## config.mk

```make
export PLATFORM = sky130hd
export DESIGN_NAME = pwm_multi_flat
export DESIGN_NICKNAME = d
export VERILOG_FILES = /design/src/rtl/pwm_pkg.sv /design/src/rtl/pwm_multi_if.sv /design/src/rtl/pwm_channel.sv /design/src/rtl/pwm_multi.sv /design/src/flat_wrapper.sv
export SDC_FILE = /design/constraint.sdc
export NUM_CORES = 1
export LEC_CHECK = 0
export ABC_AREA = 1
export CAP_MARGIN = 15
export CORE_MARGIN = 4
export CORE_UTILIZATION = 55
export DETAILED_ROUTE_END_ITERATION = 10
export PLACE_DENSITY = 0.77
export SKIP_LAST_GASP = 1
export SLEW_MARGIN = 40
export SYNTH_ARGS = -nofsm -noshare
export SYNTH_HDL_FRONTEND = slang
export SYNTH_SLANG_ARGS = --single-unit
```

## constraint.sdc

```tcl
create_clock -name clock -period 2.8 [get_ports clock]
set_clock_uncertainty 0.05 [all_clocks]
set_input_delay 0.56 -clock clock [delete_from_list [all_inputs] [get_ports clock]]
set_output_delay 0.56 -clock clock [all_outputs]
set_load 0.1 [all_outputs]
```

## src/rtl/pwm_pkg.sv

```systemverilog
// -----------------------------------------------------------------------------
// pwm_pkg
// Shared definitions for the multi-channel PWM peripheral: the per-channel
// register offsets, the bit positions inside the control and status registers,
// and a helper that sizes the peripheral's byte-address window.
// -----------------------------------------------------------------------------
package pwm_pkg;

    // Byte offsets of the four registers inside one channel's 8-byte slot.
    typedef enum logic [2:0] {
        REG_MAX  = 3'd0,
        REG_THR  = 3'd2,
        REG_CTRL = 3'd4,
        REG_STAT = 3'd6
    } regOffset_e;

    // Control register bit positions
    localparam int CTRL_EN      = 0;
    localparam int CTRL_INV     = 1;
    localparam int CTRL_ONESHOT = 2;
    localparam int CTRL_IE      = 3;
    localparam int CTRL_BITS    = 4;

    // Status register bit positions
    localparam int STAT_DONE = 0;
    localparam int STAT_RUN  = 1;
    localparam int STAT_BITS = 2;

    // Threshold value after reset, before truncation to the channel width
    localparam logic [15:0] THR_RESET = 16'h7FFF;

    // Each channel owns 8 bytes, so the window needs 3 offset bits plus
    // enough bits to name every channel (a single channel still needs 3).
    function automatic int chanAddrWidth(input int numCh);
        return 3 + $clog2(numCh);
    endfunction

endpackage

```

## src/rtl/pwm_multi_if.sv

```systemverilog
// -----------------------------------------------------------------------------
// pwm_multi_if
// Minisys-1A style memory-mapped bus as seen by the PWM peripheral.
//   write_enable   : one-cycle write strobe
//   read_enable    : read strobe, data returned one cycle later
//   address        : byte offset inside the peripheral window
//   write_data_in  : write data
//   read_data_out  : registered read data from the peripheral
// The master modport is the CPU side, the slave modport the peripheral side.
// -----------------------------------------------------------------------------
interface pwm_multi_if #(
    parameter int ADDR_W = 5
) ();

    logic              write_enable;
    logic              read_enable;
    logic [ADDR_W-1:0] address;
    logic [15:0]       write_data_in;
    logic [15:0]       read_data_out;

    modport master (
        output write_enable,
        output read_enable,
        output address,
        output write_data_in,
        input  read_data_out
    );

    modport slave (
        input  write_enable,
        input  read_enable,
        input  address,
        input  write_data_in,
        output read_data_out
    );

endinterface

```

## src/rtl/pwm_channel.sv

```systemverilog
// -----------------------------------------------------------------------------
// pwm_channel
// One PWM channel: staging and active period/threshold registers, the period
// counter, control/status registers and the registered waveform output.
//   clock, reset_n : system clock, asynchronous active-low reset
//   i_wrMax        : write strobe for the staging maximum register
//   i_wrThr        : write strobe for the staging threshold register
//   i_wrCtrl       : write strobe for the control register
//   i_wrStat       : write strobe for the status register (write-1-to-clear)
//   i_wdata        : bus write data
//   o_maxStg       : staging maximum, for readback
//   o_thrStg       : staging threshold, for readback
//   o_ctrl         : control register, for readback
//   o_stat         : status register {running, done}, for readback
//   o_pwm          : registered PWM waveform
//   o_irq          : done & ie
// -----------------------------------------------------------------------------
module pwm_channel
    import pwm_pkg::*;
#(
    parameter int WIDTH = 16
) (
    input  logic                 clock,
    input  logic                 reset_n,
    input  logic                 i_wrMax,
    input  logic                 i_wrThr,
    input  logic                 i_wrCtrl,
    input  logic                 i_wrStat,
    input  logic [15:0]          i_wdata,
    output logic [WIDTH-1:0]     o_maxStg,
    output logic [WIDTH-1:0]     o_thrStg,
    output logic [CTRL_BITS-1:0] o_ctrl,
    output logic [STAT_BITS-1:0] o_stat,
    output logic                 o_pwm,
    output logic                 o_irq
);

    localparam logic [WIDTH-1:0] THR_INIT = THR_RESET[WIDTH-1:0];

    logic [WIDTH-1:0]     r_maxStg;
    logic [WIDTH-1:0]     r_thrStg;
    logic [WIDTH-1:0]     r_maxAct;
    logic [WIDTH-1:0]     r_thrAct;
    logic [WIDTH-1:0]     r_count;
    logic [CTRL_BITS-1:0] r_ctrl;
    logic                 r_done;
    logic                 r_pwm;

    logic                 w_en;
    logic                 w_boundary;
    logic                 w_raw;
    logic [WIDTH-1:0]     w_maxStgNext;
    logic [WIDTH-1:0]     w_thrStgNext;

    assign w_en       = r_ctrl[CTRL_EN];
    assign w_boundary = w_en && (r_count == r_maxAct);
    assign w_raw      = (r_count < r_thrAct);

    // The staging value as it will be after this edge. The active registers
    // load from this, so a staging write landing on a period boundary is
    // picked up by the new period straight away.
    assign w_maxStgNext = i_wrMax ? i_wdata[WIDTH-1:0] : r_maxStg;
    assign w_thrStgNext = i_wrThr ? i_wdata[WIDTH-1:0] : r_thrStg;

    // Staging registers are plain bus-written registers.
    always_ff @(posedge clock or negedge reset_n) begin
        if (!reset_n) begin
            r_maxStg <= '1;
            r_thrStg <= THR_INIT;
        end else begin
            r_maxStg <= w_maxStgNext;
            r_thrStg <= w_thrStgNext;
        end
    end

    // Active registers only change at a period boundary so a running waveform
    // never glitches. While disabled they track staging every cycle, which is
    // also what makes an enable write start from the freshest staging values.
    always_ff @(posedge clock or negedge reset_n) begin
        if (!reset_n) begin
            r_maxAct <= '1;
            r_thrAct <= THR_INIT;
        end else if (!w_en || w_boundary) begin
            r_maxAct <= w_maxStgNext;
            r_thrAct <= w_thrStgNext;
        end
    end

    // The counter is parked at 0 while disabled, so the first enabled cycle
    // always starts a fresh period; otherwise it wraps after max_act.
    always_ff @(posedge clock or negedge reset_n) begin
        if (!reset_n) begin
            r_count <= '0;
        end else if (!w_en || w_boundary) begin
            r_count <= '0;
        end else begin
            r_count <= r_count + 1'b1;
        end
    end

    // Control register. A bus write takes priority over the one-shot
    // hardware clear of the enable bit when both happen on the same edge.
    always_ff @(posedge clock or negedge reset_n) begin
        if (!reset_n) begin
            r_ctrl <= '0;
        end else if (i_wrCtrl) begin
            r_ctrl <= i_wdata[CTRL_BITS-1:0];
        end else if (w_boundary && r_ctrl[CTRL_ONESHOT]) begin
            r_ctrl[CTRL_EN] <= 1'b0;
        end
    end

    // Sticky done flag. Setting at a boundary wins over a simultaneous
    // write-1-to-clear so no period completion is ever lost.
    always_ff @(posedge clock or negedge reset_n) begin
        if (!reset_n) begin
            r_done <= 1'b0;
        end else if (w_boundary) begin
            r_done <= 1'b1;
        end else if (i_wrStat && i_wdata[STAT_DONE]) begin
            r_done <= 1'b0;
        end
    end

    // Output flop. When disabled the line rests at the inverted-idle level,
    // so an inverted channel idles high.
    always_ff @(posedge clock or negedge reset_n) begin
        if (!reset_n) begin
            r_pwm <= 1'b0;
        end else begin
            r_pwm <= w_en ? (w_raw ^ r_ctrl[CTRL_INV]) : r_ctrl[CTRL_INV];
        end
    end

    // Readback status word: running simply mirrors the enable bit.
    always_comb begin
        o_stat            = '0;
        o_stat[STAT_DONE] = r_done;
        o_stat[STAT_RUN]  = w_en;
    end

    assign o_maxStg = r_maxStg;
    assign o_thrStg = r_thrStg;
    assign o_ctrl   = r_ctrl;
    assign o_pwm    = r_pwm;
    assign o_irq    = r_done & r_ctrl[CTRL_IE];

endmodule

```

## src/rtl/pwm_multi.sv

```systemverilog
// -----------------------------------------------------------------------------
// pwm_multi
// Multi-channel PWM peripheral on the memory-mapped bus. Decodes the bus
// address into a channel and register, instantiates NUM_CH channels, muxes
// the registered read data and ORs the channel interrupts.
//   clock, reset_n : system clock, asynchronous active-low reset
//   bus            : slave side of the peripheral bus (see pwm_multi_if)
//   pwm_out        : registered per-channel PWM waveforms
//   irq            : OR over channels of (done & ie)
// -----------------------------------------------------------------------------
module pwm_multi
    import pwm_pkg::*;
#(
    parameter int NUM_CH = 4,
    parameter int WIDTH  = 16,
    parameter int ADDR_W = chanAddrWidth(NUM_CH)
) (
    input  logic              clock,
    input  logic              reset_n,
    pwm_multi_if.slave        bus,
    output logic [NUM_CH-1:0] pwm_out,
    output logic              irq
);

    logic [ADDR_W-1:0]    w_chField;
    logic [2:0]           w_regOff;
    logic                 w_offOk;
    logic [15:0]          w_rdData;
    logic [15:0]          r_rdData;

    logic [WIDTH-1:0]     w_maxStg [NUM_CH];
    logic [WIDTH-1:0]     w_thrStg [NUM_CH];
    logic [CTRL_BITS-1:0] w_ctrl   [NUM_CH];
    logic [STAT_BITS-1:0] w_stat   [NUM_CH];
    logic [NUM_CH-1:0]    w_pwmVec;
    logic [NUM_CH-1:0]    w_irqVec;

    // Upper address bits pick the channel; a shift rather than a slice keeps
    // the single-channel build (no channel bits at all) legal.
    assign w_chField = bus.address >> 3;
    assign w_regOff  = bus.address[2:0];
    assign w_offOk   = ~bus.address[0];

    // One channel per slot. A channel index beyond NUM_CH never matches any
    // slot, which is what makes those writes vanish.
    for (genvar c = 0; c < NUM_CH; c++) begin : g_ch
        logic w_wrHit;

        assign w_wrHit = bus.write_enable && w_offOk && (w_chField == ADDR_W'(c));

        pwm_channel #(
            .WIDTH (WIDTH)
        ) u_channel (
            .clock    (clock),
            .reset_n  (reset_n),
            .i_wrMax  (w_wrHit && (w_regOff == REG_MAX)),
            .i_wrThr  (w_wrHit && (w_regOff == REG_THR)),
            .i_wrCtrl (w_wrHit && (w_regOff == REG_CTRL)),
            .i_wrStat (w_wrHit && (w_regOff == REG_STAT)),
            .i_wdata  (bus.write_data_in),
            .o_maxStg (w_maxStg[c]),
            .o_thrStg (w_thrStg[c]),
            .o_ctrl   (w_ctrl[c]),
            .o_stat   (w_stat[c]),
            .o_pwm    (w_pwmVec[c]),
            .o_irq    (w_irqVec[c])
        );
    end

    // Read mux. Period and threshold read back their staging copies, and
    // everything narrower than the bus is zero-extended. Odd offsets and
    // unpopulated channels read as zero.
    always_comb begin
        w_rdData = '0;
        for (int c = 0; c < NUM_CH; c++) begin
            if (w_offOk && (w_chField == ADDR_W'(c))) begin
                case (w_regOff)
                    REG_MAX:  w_rdData = 16'(w_maxStg[c]);
                    REG_THR:  w_rdData = 16'(w_thrStg[c]);
                    REG_CTRL: w_rdData = 16'(w_ctrl[c]);
                    REG_STAT: w_rdData = 16'(w_stat[c]);
                    default:  w_rdData = '0;
                endcase
            end
        end
    end

    // Read data is captured on the strobe edge and held until the next read.
    always_ff @(posedge clock or negedge reset_n) begin
        if (!reset_n) begin
            r_rdData <= '0;
        end else if (bus.read_enable) begin
            r_rdData <= w_rdData;
        end
    end

    assign bus.read_data_out = r_rdData;
    assign pwm_out           = w_pwmVec;
    assign irq               = |w_irqVec;

endmodule

```

## src/flat_wrapper.sv

```systemverilog
// flat-port wrapper written by rule: the top's interface ports become plain ports
module pwm_multi_flat import pwm_pkg::*;
#(
    parameter int NUM_CH = 4,
    parameter int WIDTH  = 16,
    parameter int ADDR_W = chanAddrWidth(NUM_CH)
)
  (clock, reset_n, pwm_out, irq, bus_write_enable, bus_read_enable, bus_address, bus_write_data_in, bus_read_data_out);
  pwm_multi_if #(.ADDR_W(ADDR_W)) bus_i ();
  input  logic clock;
  input  logic reset_n;
  output logic [NUM_CH-1:0] pwm_out;
  output logic irq;
  input wire logic [$bits(bus_i.write_enable)-1:0] bus_write_enable;
  input wire logic [$bits(bus_i.read_enable)-1:0] bus_read_enable;
  input wire logic [$bits(bus_i.address)-1:0] bus_address;
  input wire logic [$bits(bus_i.write_data_in)-1:0] bus_write_data_in;
  output wire logic [$bits(bus_i.read_data_out)-1:0] bus_read_data_out;
  assign bus_i.write_enable = bus_write_enable;
  assign bus_i.read_enable = bus_read_enable;
  assign bus_i.address = bus_address;
  assign bus_i.write_data_in = bus_write_data_in;
  assign bus_read_data_out = bus_i.read_data_out;
  pwm_multi #(.NUM_CH(NUM_CH), .WIDTH(WIDTH), .ADDR_W(ADDR_W)) u_core (.clock(clock), .reset_n(reset_n), .bus(bus_i), .pwm_out(pwm_out), .irq(irq));
endmodule
```

==> results.md <==
* DR DRC count at 0
* Layout cells sized above 1 at around 18%
* Final instance area at approximately 20,000 um2
* Slowest CP cell: clkdlybuf4s50_1
* Synth Flop Type: dfstp_2
* Power Dens Cells at just under 800 nW/um2
* Status: completed
* Number of synthesized flops with an enable pin at 0
* CP Data Arrival Time at between 2 and 3 ns
* Total GRT Usage at roughly 27%
* Sink Count at between 300 and 400
* Crit Reg-Reg Endpoint: u_core.g_ch[3].u_channel.r_thrAct[14]
* Final HPWL DP at 34,100 um
* Cells after synthesis at roughly 2,200
* Routed vias/inst at ~5.6
* IO Port Bufs at between 40 and 50
* Comb pwr share at 21.6%
* Critical-path maximum fanout at 35
* CP Capture Point: u_core.bus.read_data_out[10]
* Crit-path most repeated cell: nand2_1
* Clk buf depth at 3
* Clock root buffer: clkbuf_16
* Reg-to-reg startpoint: u_core.g_ch[3].u_channel.r_count[5]
* Post-CTS resize count at 0
* Syn nets at 2,314
* Detailed Route WL at 49,200 um
* Via count of the routed design at ~15,000
* CTS tree: built
* Register area share after synthesis at about half
* Final Hold Vio Count at 0
* Multi-input gate area at roughly 7800 um2
* Max-slew violation count at 0
* Yosys warning count at 0
* Crit path cell chain: clkdlybuf4s50_1 > nor3_4 > buf_4 > nand2_1 > nand2_1 > nand2_1 > nand3_1 > nor3_1 > nor2_1
* # H-tree levels at 2
* Asr flop ratio synth at 100%
* Switching share of power at 32.1%
* DR pass1 iterations at 6
* FMAX at just over 400 MHz
* Setup Buffers After CTS at 0
* Placed Area at around 19,000 um2
* RSZ-0062 raised after global routing: no
* Initial Util at between 50% and 60%
* Type of the worst min-delay path: input port to async pin
* Die width at between 150 and 200 um
* Top-count cell post-synth: nand2_1
* CTS buffer count at 39
* Area of the die at between 30,000 and 40,000 um2
* Pwr Total at around 16 mW
* Crit path max-delay family: simple AND/OR/NAND/NOR gates
* Iteration-0 DRC Markers at approximately 1,300
* Row count at 66
* Crit path time final at 2.43 ns
* FF-to-FF setup slack at 0.49 ns
* Io pins at 46
* Chip Height at 191 um
* Final WS setup at 0.375 ns
* First-pass GRT wire length at roughly 80,000 um
* Crit. End Element: register
* Worst slew margin at ~52%
* Internal power at around 11 mW
* Max-Cap Viols at 0
* Setup TNS at 0 ns
* Worst slew pin tran at just over 0.7 ns
* Startpoint types: input port
* Launch point of the worst path: bus_address[0]
* Peak VDD IR at 0.551 mV
* Reg area at ~9300 um2
* Wire length per cell at 18.0 um
* GRT overflow at 0
* Clock Latency Late Sink at 0.54 ns
* Yosys top cell by area: dfstp_2
* CTS clk-pin slew, worst paths at roughly 0.060 ns
* Fillcell total at 2,848
* Synthesized area at between 15,000 and 20,000 um2
* WP data required at approximately 3.2 ns
* Synth top area share at a little over a third
* Power share of the clock group at around 33%
* Diode count at 0
* Commonest cells post-synth: nand2_1, dfstp_2, inv_1
* Average footprint of a synthesized cell at 8.26 um2
* Total core area at roughly 33,000 um2
* WHS at between 0.005 and 0.006 ns
* Final setup fails at 0
* Switch Pwr at ~5.2 mW
* Remaining antenna violation count after routing at 0
* Crit Path Category: input port to register
* Initial antenna violation count at 0
* Number of global-route vias before repair at ~15,000
* Layout net count at around 2,400
* Worst path depth at 9
* Setup WS pre-CTS at -0.0496 ns
* Final Cycle Share at 86.6%
* Area contributors post-synth: dfstp_2, dfrtp_1, nand2_1
* Hold-fix buffers, CTS at 0
* Leak pwr at between 9 and 10 nW
* Synth unique cells at 38
* Area Overhead vs Synth at 11.8%
* R2r worst-path depth at 10
* GPL Wtd Cong at 1.01
* Flops & latches, synth at between 300 and 400
* Seq pwr share at a little under half
* Buf/Inv on CP at 2
* Largest net degree at the start of global routing at 88
* Slowest stage delay, CP at roughly 0.63 ns
-- worst min-delay path by stage --
stage / startpoint / endpoint / slack [ns]
after floorplan: reset_n / u_core.bus.read_data_out[0] / 0.21
after global placement: u_core.g_ch[1].u_channel.o_ctrl[2] / u_core.g_ch[1].u_channel.o_ctrl[2] / 0.42
after detailed placement: u_core.g_ch[1].u_channel.o_ctrl[2] / u_core.g_ch[1].u_channel.o_ctrl[2] / 0.43
after CTS: reset_n / u_core.g_ch[2].u_channel.r_count[3] / 0.02
after global routing: reset_n / u_core.g_ch[2].u_channel.r_count[4] / 0.05
final: reset_n / u_core.g_ch[2].u_channel.r_count[5] / 0.006
-- layout make-up --
class | instances | share of cell area, %
flip-flops and latches | 360 | 45.4
multi-input cells | 1584 | 37.7
clock buffers | 64 | 6.15
repair buffers | 95 | 4.34
inverters | 187 | 3.43
well taps | 442 | 2.69
clock inverters | 7 | 0.311
-- kinds of logic after synthesis --
logic type	after synthesis	synth area share [%]
buf+inv	281	7.11
fa+ha+maj	64	4.36
compound gates	300	8.37
simple gates	1136	25.5
xor+xnor	84	4.00
flops	360	50.7
-- layout by cell type, fill, tap and decap left out, types with 2 or more instances in the layout --
cell / n
o21ai_1: 85
o21ai_0: 143
nor2_1: 176
nand3_1: 119
dfrtp_1: 112
nor4_1: 10
xor2_1: 80
nand3b_1: 4
clkdlybuf4s50_1: 23
nor2_2: 3
nor2_4: 2
buf_4: 62
o21a_1: 4
clkbuf_8: 13
nand4_1: 18
nand3_2: 2
nor3_1: 62
buf_12: 9
nand2_1: 725
clkinv_2: 5
ha_1: 64
o211ai_1: 3
inv_2: 7
nor3_4: 2
a22oi_1: 2
a21oi_1: 57
inv_1: 179
dfstp_2: 248
nand2_2: 12
xnor2_1: 4
a31oi_1: 2
clkbuf_1: 9
clkbuf_16: 42
-- sequential cells by signal, summed over array words and instances, names as in the netlist --
| register | count |
|---|---|
| u_core.g_ch.u_channel.o_ctrl | 16 |
| u_core.g_ch.u_channel.r_thrAct | 64 |
| u_core.g_ch.u_channel.o_thrStg | 64 |
| u_core.bus.read_data_out | 16 |
| u_core.g_ch.u_channel.r_done | 4 |
| u_core.g_ch.u_channel.o_pwm | 4 |
| u_core.g_ch.u_channel.r_count | 64 |
| u_core.g_ch.u_channel.o_maxStg | 64 |
| u_core.g_ch.u_channel.r_maxAct | 64 |
-- through the flow --
stage | std cells | util (%)
after detailed placement | 2668 | 58.6
after floorplan | 2225 | -
after global routing | 2739 | 62.7
final | 2739 | 62.7
after CTS | 2739 | 62.7
after global placement | 2668 | 58.6
-- routing by layer --
layer  track usage (%)  vias to the layer above  part of all wire (%)
met1              37.5                     7430                    43
met5                 0                        -                     0
met3              4.61                      123                   6.3
met4              9.48                        0                   3.5
met2              44.0                      497                    47
li1                  -                     7214                     -
-- power groups by stage --
stage | logic, mW | clock network, mW | registers [mW]
3_3_place_gp | 3.32 | 0 | 7.46
5_1_grt | 4.04 | 5.58 | 7.56
3_5_place_dp | 3.47 | 0 | 7.48
4_1_cts | 3.51 | 5.34 | 7.42
6_report | 3.50 | 5.28 | 7.44
2_1_floorplan | 2.51 | 0 | 7.32
Power figures use the tool's default switching activity.
